File: config.mk
export PLATFORM = sky130hd
export DESIGN_NAME = tone_note_decoder
export DESIGN_NICKNAME = d
export VERILOG_FILES = /design/src/rtl/tone_pkg.sv /design/src/rtl/tone_sync_edge.sv /design/src/rtl/tone_note_decoder.sv
export SDC_FILE = /design/constraint.sdc
export NUM_CORES = 1
export LEC_CHECK = 0
export CAP_MARGIN = 20
export CORE_AREA = 3 3 98 100
export CTS_CLUSTER_SIZE = 24
export DETAILED_ROUTE_END_ITERATION = 8
export DIE_AREA = 0 0 101 103
export PLACE_DENSITY = 0.79
export SLEW_MARGIN = 0
export SYNTH_ARGS = -nofsm -noshare
export SYNTH_HDL_FRONTEND = slang
export SYNTH_HIERARCHICAL = 1
export SYNTH_SLANG_ARGS = --single-unit
File: constraint.sdc
create_clock -name clk -period 5.4 [get_ports clk]
set_input_delay 1.08 -clock clk [delete_from_list [all_inputs] [get_ports clk]]
set_output_delay 1.08 -clock clk [all_outputs]
set_load 0.05 [all_outputs]
File: src/rtl/tone_pkg.sv
// Shared tone definitions for the music-box generator and the tone decoder.
// Holds the note-code constants, the seven base frequencies, and constant
// functions that derive nominal periods and classification boundaries
// from the reference clock frequency.
package tone_pkg;

  localparam logic [3:0] NOTE_SILENT = 4'd0;
  localparam logic [3:0] NOTE_C4     = 4'd1;
  localparam logic [3:0] NOTE_D4     = 4'd2;
  localparam logic [3:0] NOTE_E4     = 4'd3;
  localparam logic [3:0] NOTE_F4     = 4'd4;
  localparam logic [3:0] NOTE_G4     = 4'd5;
  localparam logic [3:0] NOTE_A4     = 4'd6;
  localparam logic [3:0] NOTE_B4     = 4'd7;
  localparam logic [3:0] NOTE_C5     = 4'd8;
  localparam logic [3:0] NOTE_D5     = 4'd9;
  localparam logic [3:0] NOTE_E5     = 4'd10;
  localparam logic [3:0] NOTE_F5     = 4'd11;
  localparam logic [3:0] NOTE_G5     = 4'd12;
  localparam logic [3:0] NOTE_A5     = 4'd13;
  localparam logic [3:0] NOTE_B5     = 4'd14;
  localparam logic [3:0] NOTE_OOB    = 4'd15;

  localparam int unsigned NUM_TONES = 7;

  // Octave-4 frequencies in Hz, C through B.
  function automatic int unsigned tone_freq(int unsigned idx);
    int unsigned f;
    case (idx)
      32'd0:   f = 261;
      32'd1:   f = 293;
      32'd2:   f = 329;
      32'd3:   f = 349;
      32'd4:   f = 392;
      32'd5:   f = 440;
      default: f = 493;
    endcase
    return f;
  endfunction

  // Generator half-period count for tone idx.
  function automatic int unsigned half_count(int unsigned clk_hz, int unsigned idx);
    return clk_hz / tone_freq(idx) / 2;
  endfunction

  // Full period in clk cycles for note code 1..14. Octave 5 halves the
  // half-period count with truncation, exactly as the generator does.
  function automatic int unsigned nominal_period(int unsigned clk_hz, int unsigned code);
    int unsigned h;
    h = half_count(clk_hz, (code - 1) % NUM_TONES);
    if (code <= NUM_TONES) return 2 * h;
    return 2 * (h / 2);
  endfunction

  // Boundary between code and code+1 (periods strictly decrease with code).
  function automatic int unsigned class_bound(int unsigned clk_hz, int unsigned code);
    return (nominal_period(clk_hz, code) + nominal_period(clk_hz, code + 1)) / 2;
  endfunction

  function automatic int unsigned oob_high(int unsigned clk_hz);
    int unsigned p;
    p = nominal_period(clk_hz, 32'(NOTE_C4));
    return p + p / 16;
  endfunction

  function automatic int unsigned oob_low(int unsigned clk_hz);
    int unsigned p;
    p = nominal_period(clk_hz, 32'(NOTE_B5));
    return p - p / 16;
  endfunction

endpackage

File: src/rtl/tone_sync_edge.sv
// Two-flop synchronizer for an asynchronous pin followed by a rising-edge
// detector. rise is a one-cycle pulse, high in the cycle after the second
// synchronizer stage first sees the pin high.
//   clk  in  : system clock
//   rst  in  : asynchronous active-high reset
//   din  in  : asynchronous input
//   rise out : rising-edge pulse
module tone_sync_edge (
  input  logic clk,
  input  logic rst,
  input  logic din,
  output logic rise
);

  logic s1, s2, s3;

  always_ff @(posedge clk or posedge rst) begin
    if (rst) begin
      s1 <= 1'b0;
      s2 <= 1'b0;
      s3 <= 1'b0;
    end else begin
      s1 <= din;
      s2 <= s1;
      s3 <= s2;
    end
  end

  assign rise = s2 & ~s3;

endmodule

File: src/rtl/tone_note_decoder.sv
// Measures the period of an incoming square-wave tone and classifies it as
// one of the notes C4..B5, silence, or out-of-band, with debounced locking.
//   clk        in  : system clock
//   rst        in  : asynchronous active-high reset
//   tone_in    in  : asynchronous tone pin
//   note       out : locked note code (0 silence, 1..14 C4..B5, 15 out-of-band)
//   locked     out : note backed by STABLE_N matching periods
//   note_valid out : one-cycle pulse when note or locked changes
//   period     out : last measured rising-to-rising distance in clk cycles
//
// state      | meaning
// -----------+--------------------------------------------------------
// ST_SILENT  | no tone; note = 0, waiting for the counter to be armed
// ST_ACQUIRE | counting consecutive periods of the candidate class
// ST_LOCKED  | note is valid; first mismatching period drops the lock
module tone_note_decoder import tone_pkg::*; #(
  parameter int unsigned CLK_HZ   = 50000000,
  parameter int unsigned STABLE_N = 4,
  parameter int unsigned TIMEOUT  = 500000
) (
  input  logic        clk,
  input  logic        rst,
  input  logic        tone_in,
  output logic [3:0]  note,
  output logic        locked,
  output logic        note_valid,
  output logic [19:0] period
);

  localparam logic [1:0] ST_SILENT  = 2'd0;
  localparam logic [1:0] ST_ACQUIRE = 2'd1;
  localparam logic [1:0] ST_LOCKED  = 2'd2;

  localparam logic [19:0] TIMEOUT_C = 20'(TIMEOUT);
  localparam logic [19:0] OOB_HI    = 20'(oob_high(CLK_HZ));
  localparam logic [19:0] OOB_LO    = 20'(oob_low(CLK_HZ));
  localparam logic [3:0]  STABLE_C  = 4'(STABLE_N);

  logic        rise;
  logic        timeout;
  logic        armed;
  logic [19:0] cnt;
  logic        period_vld;
  logic [12:0] at_or_below;
  logic [3:0]  cls_c;
  logic [3:0]  cls;
  logic        cls_vld;
  logic [1:0]  state;
  logic [3:0]  cand;
  logic [3:0]  stable_cnt;
  logic [3:0]  stable_nxt;

  tone_sync_edge u_sync (
    .clk  (clk),
    .rst  (rst),
    .din  (tone_in),
    .rise (rise)
  );

  assign timeout = (cnt == TIMEOUT_C);

  // cnt holds the number of cycles since the last captured edge, so at the
  // next edge it equals the period directly. A timeout in the same cycle as
  // an edge wins: the edge only re-arms.
  always_ff @(posedge clk or posedge rst) begin
    if (rst) begin
      cnt        <= '0;
      armed      <= 1'b0;
      period     <= '0;
      period_vld <= 1'b0;
    end else begin
      period_vld <= 1'b0;
      if (timeout) begin
        armed <= rise;
        if (rise) cnt <= 20'd1;
      end else begin
        cnt <= rise ? 20'd1 : cnt + 20'd1;
        if (rise) begin
          armed <= 1'b1;
          if (armed) begin
            period     <= cnt;
            period_vld <= 1'b1;
          end
        end
      end
    end
  end

  // Boundaries descend with code, so the matches form a thermometer code
  // and their population count is the offset from C4.
  for (genvar k = 0; k < 13; k++) begin : g_bound
    localparam logic [19:0] BOUND = 20'(class_bound(CLK_HZ, k + 1));
    assign at_or_below[k] = (period <= BOUND);
  end

  always_comb begin
    cls_c = NOTE_C4 + 4'($countones(at_or_below));
    if (period > OOB_HI || period < OOB_LO) cls_c = NOTE_OOB;
  end

  always_ff @(posedge clk or posedge rst) begin
    if (rst) begin
      cls     <= NOTE_SILENT;
      cls_vld <= 1'b0;
    end else begin
      cls     <= cls_c;
      cls_vld <= period_vld;
    end
  end

  assign stable_nxt = (cls == cand) ? stable_cnt + 4'd1 : 4'd1;

  always_ff @(posedge clk or posedge rst) begin
    if (rst) begin
      state      <= ST_SILENT;
      cand       <= NOTE_SILENT;
      stable_cnt <= '0;
      note       <= NOTE_SILENT;
      locked     <= 1'b0;
      note_valid <= 1'b0;
    end else begin
      note_valid <= 1'b0;
      if (timeout) begin
        state      <= ST_SILENT;
        cand       <= NOTE_SILENT;
        stable_cnt <= '0;
        note       <= NOTE_SILENT;
        locked     <= 1'b0;
        note_valid <= (note != NOTE_SILENT) || locked;
      end else begin
        case (state)
          ST_SILENT: begin
            if (armed) state <= ST_ACQUIRE;
          end
          ST_ACQUIRE: begin
            if (cls_vld) begin
              cand       <= cls;
              stable_cnt <= stable_nxt;
              if (stable_nxt >= STABLE_C) begin
                state      <= ST_LOCKED;
                note       <= cls;
                locked     <= 1'b1;
                note_valid <= 1'b1;
              end
            end
          end
          ST_LOCKED: begin
            if (cls_vld && cls != note) begin
              cand       <= cls;
              stable_cnt <= 4'd1;
              note_valid <= 1'b1;
              // A single period is already enough to relock.
              if (STABLE_N == 1) begin
                note <= cls;
              end else begin
                state  <= ST_ACQUIRE;
                locked <= 1'b0;
              end
            end
          end
          default: state <= ST_SILENT;
        endcase
      end
    end
  end

endmodule

* Word level (Yosys, flattened, before mapping)
Cells that the tools add are included.
** Storage, ports and cells
- Bits in latches :: 0
- Input port bits :: 3
- RAM bits :: 0
- ROM bits :: 0
- Output and inout bits :: 26
- Memories kept :: 0
- Flip-flop bits (word level) :: 66
** Cells by class
- Add/subtract/negate cells :: 15
- Multiplexer cells :: 38
- $mul :: 0
- Reductions and logical operators :: 15
- Bitwise operators :: 3
- Order comparisons :: 16
- Shifts and indexed selects :: 0
- Div/mod/pow operators :: 0
- Eq/ne operators :: 10
** Operator list (number)
- 20-bit by 17-bit <= comparator with 1-bit output (second input constant) :: 7
- 20-bit by 18-bit <= comparator with 1-bit output (second input constant) :: 4
- 20-bit two-way mux :: 3
- 4-bit two-way mux :: 12
- 20-bit by 16-bit <= comparator with 1-bit output (second input constant) :: 2
- 20-bit by 1-bit adder with 20-bit output (second input constant) :: 1
- 20-bit by 19-bit equality test with 1-bit output (second input constant) :: 1
- 20-bit by 18-bit greater-than comparator with 1-bit output (second input constant) :: 1
- 20-bit by 16-bit less-than comparator with 1-bit output (second input constant) :: 1
- 4-bit one-hot mux with 2 select lines :: 2
- 1-bit two-way mux :: 13
- 1-bit by 1-bit adder with 2-bit output :: 6
- 3-bit != test (second input constant) :: 4
- 2-bit two-way mux :: 5
- 2-bit by 2-bit adder with 3-bit output :: 3
- 3-bit AND reduction :: 3
- 4-bit AND reduction :: 2
- 2-bit nonzero test :: 4
- 2-bit one-hot mux with 3 select lines :: 1
- 1-bit by 4-bit adder with 4-bit output (first input constant) :: 1
- 3-bit by 1-bit adder with 4-bit output :: 1
- 3-bit by 3-bit adder with 4-bit output :: 1
- 4-bit by 1-bit adder with 4-bit output (second input constant) :: 1
- 4-bit adder :: 1
- 14 further kinds :: 17

* Longest topological paths before layout
- Depth after elaboration :: 7
- Depth in mapped cells :: 18
- Mapped depth without buffers :: 17

* Hierarchy
Netlist, hierarchy kept.
** Modules (own cells, without submodules)
- tone_note_decoder :: instances 1, area each 4166.5 sq um, cells each 438, sequential area each 1576.5 sq um
- tone_sync_edge :: instances 1, area each 92.6 sq um, cells each 5, sequential area each 75.1 sq um

* Least setup slack after synthesis
No wires, ideal clock.
- Kind :: register -> register
- From :: reg period[0]
- To :: reg cls[2]
- Setup slack :: 0.533 ns
- Cell stages (with the launch flop) :: 17
- Period minus slack after synthesis :: 4.867 ns
- Path buffers :: 1
- Arrival :: 4.707 ns
- Required time :: 5.241 ns
- Setup time :: 0.159 ns
- Path through :: dfrtp_1 clkbuf_1 nor3b_1 nand2_1 or4_1 a31oi_1 fa_1 fa_1 fa_1 inv_1 fa_1 inv_1 ha_1 inv_1 fa_1 xor2_1 nand3_1
** Between the ends
- Cells in the longest elaborated chain, start to end :: 7
- Elaborated cells between the ends (all ways) :: 30
** Ends and longest elaborated chain
- start: declaration :: RTL line tone_note_decoder.sv:27 : output logic [19:0] period
- start signal: assignment :: RTL line tone_note_decoder.sv:81 : period <= cnt;
- 20-bit by 18-bit <= comparator with 1-bit output (tied with other cells) :: RTL line tone_note_decoder.sv:93 : assign at_or_below[k] = (period <= BOUND);
- 1-bit by 1-bit adder with 2-bit output (not written as such) :: RTL line tone_note_decoder.sv:97 : cls_c = NOTE_C4 + 4'($countones(at_or_below));
- 2-bit by 2-bit adder with 3-bit output (not written as such) :: RTL line tone_note_decoder.sv:97
- 3-bit by 3-bit adder with 4-bit output (not written as such) / 3-bit by 1-bit adder with 4-bit output (equally long branches) :: RTL line tone_note_decoder.sv:97
- 4-bit adder (not written as such) :: RTL line tone_note_decoder.sv:97
- 1-bit by 4-bit adder with 4-bit output :: RTL line tone_note_decoder.sv:97
- 4-bit two-way mux * :: RTL line tone_note_decoder.sv:98 : if (period > OOB_HI || period < OOB_LO) cls_c = NOTE_OOB;
- via cls_c[2] :: RTL line tone_note_decoder.sv:45 : logic [3:0] cls_c;
- end signal: assignment :: RTL line tone_note_decoder.sv:106 : cls <= cls_c;
- end: declaration :: RTL line tone_note_decoder.sv:46 : logic [3:0] cls;
Mark *: on every way through the listed nets, which the timed path passes. The rest lies on a longest branch.
A chain may end at the register's enable or synchronous reset.

* Worst setup path in the final report
- From :: reg period[13]
- To :: reg cls[2]
Same word-level chain as after synthesis.

==> reports/metrics.cfg <==
[status]
status = completed

[final_layout]
multi_input_area_um2 = 2360
finish.utilization_pct = 54.3
seqCellArea_um2 = 1650
layout_commonest_cell = dfrtp_1
syn_to_final_growth_pct = 11.8
final_nets = 481
mostFrequentLayoutCells = 66 x dfrtp_1, 40 x nor2_1, 37 x nand2_1
drive_above_1_share_pct = 10.6
fill_cells = 791
num_antenna_cells = 0

[sta]
max_slew_margin_pct = 47.7
clock.fmax_ghz = 0.209
min_period_ns = 4.78
min_period_over_period_pct = 88.5
fin_tns_setup_ns = 0
fin_skew_ns = 0.0135
drv_slew = 0
hold_viol_final = 0
setup_viol = 0
worst_pin_slew_ns = 0.785
fin_hold_ws_ns = 0.349
grt_setup_unrepaired = false
finalWorstSetupSlack_ns = 0.619

[pwr]
cellPowerDensity_nw_per_um2 = 331
pwr-share-comb_pct = 30.6
p_clk_share_pct = 26.0
p_sw_share_pct = 38.0
seqPwrFrac_pct = 43.4
p_int_uw = 977
switching_power_uw = 600
p_leak_uw = 0.00209
ir_drop_uv = 127

[logic_synthesis]
yosysWarningCount = 6
syn_nets = 465
postSynthCellCount = 443
synth-edff-count = 0
syn_area_um2 = 4260
synth_seq_cells = 66
async_flop_share_pct = 100
avgSynthCellArea_um2 = 9.61
ys_seq_area_share_pct = 38.8
ys_types = 65
ys.flop_type = dfrtp_1

[floorplanning]
initial_utilization_pct = 48.6
io_pins = 29
die-area_um2 = 10400
core_um2 = 8760
die_w_um = 101
die_h_um = 103
rows = 34

[clocking]
cts_resized = 0
worstSkewPairLatency_ns = 0.35
cts_max_path_buffers = 2
cts.sinks = 66
postCtsSetupRepairBufs = 0
postCtsHoldBufs = 0
root_buffer = clkbuf_8
cts_max_level = 3
cts_buffers = 9
cts_tree = yes
clk_pin_slew_ns = 0.08

[drt]
drc = 0
routed-via-count = 3405
drt_iter0_markers = 348
wirelength_um = 9640
vias_per_cell = 5.95
first_pass_iters = 6
ant_nets = 0
wl_per_cell_um = 16.9

[critical_path]
cp.required_ns = 5.59
startpoint = period[13]$_DFFE_PP0P_
endpoint_kind = flop
cp.arrival_ns = 4.97
start_kind = flop
critPathMaxFanout = 16
rr_startpoint = period[13]$_DFFE_PP0P_
path_class = reg -> reg

[hold_path]
min_from = period_vld$_DFF_PP0_
hp-class = reg -> reg

[placed_design]
io_buffer_count = 28
routabilityCongestion = 0.943
hpwlAfterDp_um = 6860
pre_cts_ws_ns = 0.644

[flow_run]
drv_cap = 0

[global_route]
antenna_found_initial = 0
grt_pass1_wl_um = 16000
grtUsageTotal_pct = 19.4
grt_pass1_vias = 3258
overflow = 0
grt_max_degree = 64

[registers in the layout (all words and copies together) (netlist names)]
signal      flops
cls_vld         1
locked          1
state           2
armed           1
stable_cnt      4
note            4
u_sync/s3       1
note_valid      1
u_sync/s2       1
cnt            20
cand            4
cls             4
period_vld      1
period         20
u_sync/s1       1
[cells in the mapped netlist, types with 9 or more instances]
master	number	area [um2]
xnor2_1	16	140
mux2i_1	10	100
clkbuf_1	21	78.8
nand2_1	37	139
a21oi_1	11	55.1
o21ai_0	15	75.1
mux2_4	18	270
nand3_1	18	90.1
nor2_1	40	150
nor3_1	16	80.1
ha_1	11	138
inv_1	30	113
dfrtp_1	66	1650
xor2_1	9	78.8
[through the flow]
step           cells  area (um2)  total power (uW)
2_1_floorplan    443        4260              1030
3_3_place_gp     556        4570              1150
3_5_place_dp     556        4570              1180
4_1_cts          572        4760              1590
5_1_grt          572        4760              1670
6_report         572        4760              1580
[metal layers]
| metal | up-vias | routed length (um) | part of all wire (%) | global-route usage [%] |
|---|---|---|---|---|
| li1 | 1621 | - | - | - |
| met1 | 1691 | 4260 | 44 | 24.9 |
| met2 | 80 | 4860 | 50 | 33.0 |
| met3 | 13 | 368 | 3.8 | 3.38 |
| met4 | 0 | 156 | 1.6 | 6.75 |
| met5 | - | 0 | 0 | 0 |
[layout make-up]
class / count / share of cell area, %
multi-input cells: 320 / 49.5
inverters: 30 / 2.37
well taps: 108 / 2.84
flip-flops and latches: 66 / 34.7
repair buffers: 32 / 6.52
clock inverters: 6 / 1.39
clock buffers: 10 / 2.68
[critical path: stages (launching register included)]
cell and delay, ns:
dfrtp_1 0.57, nand4b_1 0.31, or4_1 0.56, a31oi_1 0.25
fa_1 0.46, fa_1 0.49, fa_1 0.55, inv_1 0.05
fa_1 0.47, inv_1 0.07, ha_1 0.16, inv_1 0.05
fa_1 0.38, xor2_1 0.16, nand3_1 0.09
[power groups by stage]
stage / Combinational [uW] / Clock [uW] / Sequential, uW
finish: 483 / 410 / 684
CTS: 487 / 423 / 682
global placement: 469 / 0 / 683
floorplan: 289 / 0 / 744
detailed placement: 484 / 0 / 692
global route: 525 / 441 / 699
[worst paths after layout]
kind,endpoint,slack [ns],cells past startpoint
max,cls[2]$_DFF_PP0_,0.62,14
max in group asynchronous,cls[1]$_DFF_PP0_,3.58,3
max reg2reg,cls[2]$_DFF_PP0_,0.62,14
min,cls_vld$_DFF_PP0_,0.35,0
min in group asynchronous,u_sync/s3$_DFF_PP0_,0.94,2
min reg2reg,cls_vld$_DFF_PP0_,0.35,0
[cell families (layout without fill, tap and decap cells)]
family / count (synthesis) / count (layout) / synth area share (%)
and+or+nand+nor: 168 / 168 / 21.2
AOI/OAI and AO/OA: 79 / 79 / 13.0
DFF: 66 / 66 / 38.8
buffers and inverters: 57 / 78 / 5.91
muxes: 29 / 29 / 8.96
xor gates and xnor gates: 25 / 25 / 5.14
adders and majority gates: 19 / 19 / 6.99
No activity file was read; power rests on OpenSTA's default activity.
